`src/rtl/elevator_fsm.sv`:
```
// Four-floor elevator car controller: steps the car one floor per clock toward
// the requested floor, then holds the doors open for DOOR_CYCLES cycles.
module elevator_fsm #(
   parameter int unsigned DOOR_CYCLES = 2
) (
   input  logic       clk,
   input  logic       rst,
   input  logic [1:0] floor,
   output logic [1:0] cf,
   output logic       door_open,
   output logic       dir_up,
   output logic       dir_down
);

   typedef enum logic [1:0] {
      IDLE = 2'd0,
      UP   = 2'd1,
      DOWN = 2'd2,
      DOOR = 2'd3
   } state_t;

   localparam logic [3:0] DWELL_LOAD = 4'(DOOR_CYCLES - 1);

   state_t     state_q, state_d;
   logic [1:0] cf_q, cf_d;
   logic [3:0] cnt_q, cnt_d;

   always_ff @(posedge clk) begin
      if (rst) begin
         state_q <= IDLE;
         cf_q    <= 2'd0;
         cnt_q   <= 4'd0;
      end else begin
         state_q <= state_d;
         cf_q    <= cf_d;
         cnt_q   <= cnt_d;
      end
   end

   always_comb begin
      state_d = state_q;
      cf_d    = cf_q;
      cnt_d   = cnt_q;
      unique case (state_q)
         IDLE: begin
            if (floor > cf_q)      state_d = UP;
            else if (floor < cf_q) state_d = DOWN;
         end
         UP: begin
            if (floor > cf_q) begin
               cf_d = cf_q + 2'd1;
               if (cf_q + 2'd1 == floor) begin
                  state_d = DOOR;
                  cnt_d   = DWELL_LOAD;
               end
            end else if (floor == cf_q) begin
               state_d = DOOR;
               cnt_d   = DWELL_LOAD;
            end else begin
               state_d = DOWN;
            end
         end
         DOWN: begin
            if (floor < cf_q) begin
               cf_d = cf_q - 2'd1;
               if (cf_q - 2'd1 == floor) begin
                  state_d = DOOR;
                  cnt_d   = DWELL_LOAD;
               end
            end else if (floor == cf_q) begin
               state_d = DOOR;
               cnt_d   = DWELL_LOAD;
            end else begin
               state_d = UP;
            end
         end
         DOOR: begin
            // floor is deliberately ignored here; pending requests resume from IDLE
            if (cnt_q == 4'd0) state_d = IDLE;
            else               cnt_d   = cnt_q - 4'd1;
         end
         default: state_d = IDLE;
      endcase
   end

   assign cf        = cf_q;
   assign dir_up    = (state_q == UP);
   assign dir_down  = (state_q == DOWN);
   assign door_open = (state_q == DOOR);

endmodule

```
`config.mk`:
```
export PLATFORM = sky130hd
export DESIGN_NAME = elevator_fsm
export DESIGN_NICKNAME = d
export VERILOG_FILES = /design/src/rtl/elevator_fsm.sv
export SDC_FILE = /design/constraint.sdc
export NUM_CORES = 1
export LEC_CHECK = 0
export BUFFER_PORTS_ARGS = -buffer_cell sky130_fd_sc_hd__buf_2
export CAP_MARGIN = 20
export CORE_UTILIZATION = 49
export CTS_CLUSTER_SIZE = 8
export DETAILED_ROUTE_END_ITERATION = 7
export PLACE_DENSITY = 0.72
export SLEW_MARGIN = 20
export SYNTH_ARGS = -nofsm -noshare
export SYNTH_HDL_FRONTEND = slang
export SYNTH_SLANG_ARGS = --single-unit
```
`constraint.sdc`:
```
create_clock -name clk -period 5.3 [get_ports clk]
set_clock_uncertainty 0.1 [all_clocks]
set_input_delay 0.265 -clock clk [delete_from_list [all_inputs] [get_ports clk]]
set_output_delay 0.265 -clock clk [all_outputs]
set_load 0.05 [all_outputs]
```
==> Word-level counts from Yosys, hierarchy flattened <==
Cells that the tools add are included.
{ "totals": {"register_bits": 8, "in_bits": 4} }
{ "classes": {"addsub": 3, "order_cmp": 2, "n_eq_ne": 13, "mux": 20, "n_reduce_logical": 7} }
{ "ops": {"columns": ["cell", "n"], "rows": [
  ["4-bit two-way mux", 6],
  ["2-bit two-way mux", 10],
  ["4-bit one-hot mux with 3 select lines", 1],
  ["2-bit one-hot mux with 4 select lines", 1],
  ["4-bit AND reduction", 2],
  ["2-bit == test", 3],
  ["2-bit by 1-bit != test with 1-bit output (second input constant)", 3],
  ["3-bit by 2-bit != test with 1-bit output (second input constant)", 2],
  ["2-bit == test (second input constant)", 2],
  ["4-bit logical NOT", 1],
  ["2-bit one-hot mux with 2 select lines", 1],
  ["4-bit by 1-bit subtractor with 4-bit output (second input constant)", 1],
  ["3-bit != test (second input constant)", 1],
  ["3-bit AND reduction", 1],
  ["3-bit nonzero test", 1],
  ["2-bit by 1-bit adder with 2-bit output (second input constant)", 1],
  ["2-bit by 1-bit == test with 1-bit output (second input constant)", 1],
  ["2-bit > comparator", 1],
  ["2-bit logical NOT", 1],
  ["2-bit less-than comparator", 1],
  ["2-bit != test (second input constant)", 1],
  ["2-bit nonzero test", 1],
  ["2-bit by 1-bit subtractor with 2-bit output (second input constant)", 1],
  ["1-bit two-way mux", 1]
]} }

==> Depth between registers and ports, before layout <==
{ "logic_depth": {"depth_word": 5, "mapped_depth": 8, "depth_no_buf": 7} }

==> Least setup slack after synthesis <==
OpenSTA, ideal clock, no wires.
{ "synth_timing": {"path_type": "reg2reg", "from": "reg cf_q[1], in the netlist cf[1]", "to": "reg cf_q[1], in the netlist cf[1]", "arrival_time_ns": 2.426, "t_required_ns": 5.085, "path_slack_ns": 2.660, "path_stages_with_launch": 8, "path_buffers": 0, "synth_period_minus_slack_ns": 2.640, "path_cell_list": "dfxtp_1 inv_1 ha_1 and2b_1 or4b_2 a221o_1 xnor2_1 nor2_1"} }
{ "synth_between": {"elab_chain_cells": 3, "elab_cells_between_ends": 10, "cone_classes": "add/sub (2); order compare (2); eq/ne (2); mux (3); reduce/logical (1)"} }
{ "synth_lines": {"columns": ["item", "line", "text"], "rows": [
  ["start, declared", "25", "logic [1:0] cf_q, cf_d;"],
  ["start signal, assigned", "31", "cf_q <= 2'd0;"],
  ["start signal, assigned", "35", "cf_q <= cf_d;"],
  ["2-bit by 1-bit subtractor with 2-bit output (tied with other cells)", "65", "cf_d = cf_q - 2'd1;"],
  ["2-bit two-way mux (tied with other cells)", "64", "if (floor < cf_q) begin"],
  ["2-bit one-hot mux with 2 select lines / 3-bit AND reduction (equally long branches)", null, null]
]} }
Parallel ways exist; a longest one is shown, timed or not. The select of a mux whose other input is x is not followed.
A chain may end at the register's enable or synchronous reset.

==> Worst setup path after layout <==
Ends and elaborated chain as after synthesis.

==> results.tsv <==
metric	value	unit
outcome	completed	
leakage	0.3301	nW
setup_tns	0	ns
place.gp.congestion	0.8105	
fmax	425.9	MHz
crit_fanout	6	
peakVddDrop	362.7	uV
critPathCaptureType	flop	
p_int	245.9	uW
path_class	reg -> reg	
slowest_delay	0.63	ns
wl_met3	108	um
post-cts-setup-buffers	0	
critical_path.cell_chain	inv_1, ha_1, and2b_1, or4b_2, a221o_1, xnor2_1, nor2_1	
seqPwrFrac	0.198	
slew_violations	0	
totalWireLength	1.555	mm
post-route-period-util	0.4430	
firstDrtPassIters	4	
fin_ws	2.952	ns
maxCapViolCount	0	
netSwitchingFraction	0.4970	
synthCells	87	
post-route-drc-count	0	
worstPathArrival	2.40	ns
core_area	1366	um2
antenna_cells	0	
p_total	488.8	uW
io_pins	9	
rsz0062_at_grt	no	
grt_pass1_wl	2.456	mm
cts_max_level	1	
p_sw	242.9	uW
slew_headroom	0.6366	
start_util	0.5531	
detail_route.iter0.violations	31	
critPathTopFamily	simple AND/OR/NAND/NOR gates	
holdCritPathClass	in -> reg	
finalCriticalPeriod	2.348	ns
async_reset_ff_frac	0	
area_growth	8.775	%
seq_area_frac_synth	0.2119	
required	5.35	ns
post_drt_wl_per_cell	14.14	um
viasPerCell	6.173	
cts_hold_buf	0	
ys_warn_count	0	
grt_pass1_vias	577	
die_height	41.27	um
nets	109	
hold_viol_final	0	
synth-seq-cells	8	
clock_latency	0.26	ns
cts-root-buf	clkbuf_4	
antenna_found_initial	0	
dpl.cell_count	107	
max-clock-path-buffers	2	
startpoint_type	flop	
fp-row-count	13	
cts_resized	0	
power_frac_comb	0.703	
met2_length	698	um
grt_max_degree	13	
worst_slew_pin_slew	0.5441	ns
synth_cell_type_count	38	
power_frac_clock	0.099	
cts_made_buffers	3	
dieWidth	41.27	um
hpwl	1.195	mm
grt.overflow.total	0	
place_worst_setup_slack	2.958	ns
setup_violations	0	
vias	679	
highest-signal-layer	met4	
clock-sinks	8	
fp.dieArea	1703	um2
tritoncts	yes	
worst-path-buf-inv	1	
drive_gt1_frac	0.2211	
ys.flop_type	dfxtp_1	
synthesis.area	755.7	um2
track_usage	0.2244	
layout.cells.non_filler	110	
drt-met1-wl	737	um
io_buffers	8	
cpMaxStageDelayCell	or4b_2	
clkTransAtPathRegs	0.06	ns
synth_nets	99	
avgSynthCellArea	8.686	um2
ant_nets	0	
power_density	594.6	nW/um2
synth_edf_count	0	
## worst reg2reg max path, cell delays in order, from the launching register on
cell,delay [ns]
dfxtp_1,0.36
inv_1,0.08
ha_1,0.32
and2b_1,0.25
or4b_2,0.63
a221o_1,0.32
xnor2_1,0.13
nor2_1,0.05
## layout make-up
| class | instances | area [um2] |
|---|---|---|
| Inverter | 8 | 30.03 |
| Tap cell | 15 | 18.77 |
| Multi-Input combinational cell | 68 | 550.5 |
| Timing Repair Buffer | 8 | 40.04 |
| Sequential cell | 8 | 160.2 |
| Clock buffer | 3 | 22.52 |
| Fill cell | 132 | 544.3 |
## registers in the layout, indices dropped and copies added, names as in the netlist
register	flops
state_q	2
cnt_q	4
cf	2
## synthesized netlist by cell type, types with 2 or more instances
cell | n | share of area
inv_1 | 8 | 0.040
nor4b_1 | 2 | 0.023
o211ai_1 | 3 | 0.030
nor2b_1 | 2 | 0.017
nand2_1 | 5 | 0.025
o21ai_0 | 4 | 0.026
clkbuf_1 | 2 | 0.0099
nor3b_1 | 3 | 0.030
o31ai_1 | 3 | 0.030
ha_1 | 8 | 0.13
o221a_2 | 2 | 0.030
nor3_1 | 2 | 0.013
dfxtp_1 | 8 | 0.21
xnor2_1 | 2 | 0.023
nor2_1 | 7 | 0.035
a21oi_1 | 2 | 0.013
nand2b_1 | 2 | 0.017
o21a_1 | 2 | 0.020
## cell families after synthesis
| family | Yosys count | share of synthesized area |
|---|---|---|
| adder cells (fa/ha/maj) | 8 | 0.1325 |
| AO/OA/AOI/OAI | 25 | 0.2632 |
| AND/OR/NAND/NOR | 32 | 0.2765 |
| XOR/XNOR | 3 | 0.05629 |
| flip-flops | 8 | 0.2119 |
| buffers and inverters | 11 | 0.05961 |
## final timing paths
| kind | from | slack, ns | to | cells after the start |
|---|---|---|---|---|
| setup / recovery | cf[1]$_SDFFE_PP0P_ | 2.95 | cf[1]$_SDFFE_PP0P_ | 7 |
| hold / removal | rst | 0.16 | state_q[1]$_SDFFE_PP0P_ | 2 |
| setup reg to reg | cf[1]$_SDFFE_PP0P_ | 2.95 | cf[1]$_SDFFE_PP0P_ | 7 |
| hold reg to reg | cnt_q[1]$_SDFFE_PP0P_ | 0.42 | cnt_q[1]$_SDFFE_PP0P_ | 2 |
## cells in the final DEF (no fill, tap or decap), drive strengths merged, types with 2 or more instances in the layout
| master | Yosys | layout |
|---|---|---|
| clkbuf | 2 | 3 |
| nor2b | 2 | 2 |
| o221a | 2 | 2 |
| buf | 1 | 8 |
| o21a | 2 | 2 |
| nor2 | 7 | 7 |
| nor3b | 3 | 3 |
| nor3 | 2 | 2 |
| o211ai | 3 | 3 |
| a21oi | 2 | 2 |
| ha | 8 | 8 |
| inv | 8 | 8 |
| nor4b | 3 | 3 |
| nand2 | 5 | 5 |
| o21ai | 4 | 4 |
| dfxtp | 8 | 8 |
| nand2b | 2 | 2 |
| o31ai | 3 | 3 |
| xnor2 | 2 | 2 |
## metal layers
metal  vias up  track usage
met3         2      0.08152
li1        342            -
met4         0      0.02419
met1       314       0.2949
met2        21       0.3594
met5         -            0
## power by group through the flow
| stage | registers [mW] | clock network, mW | logic (mW) |
|---|---|---|---|
| floorplan | 0.113 | 0 | 0.270 |
| global placement | 0.0967 | 0 | 0.339 |
| detailed placement | 0.0985 | 0 | 0.340 |
| CTS | 0.0969 | 0.0496 | 0.342 |
| global route | 0.100 | 0.0522 | 0.378 |
| finish | 0.0968 | 0.0485 | 0.344 |
## per-stage QoR
stage          hold WS, ns  area, um2    util
6_report            0.1557      822.0  0.6016
5_1_grt             0.1660      822.0  0.6016
4_1_cts             0.1547      822.0  0.6016
3_5_place_dp        0.4063      799.5  0.5852
3_3_place_gp        0.3967      799.5  0.5852
2_1_floorplan       0.2341      755.7       -
No activity file was read; power rests on OpenSTA's default activity.
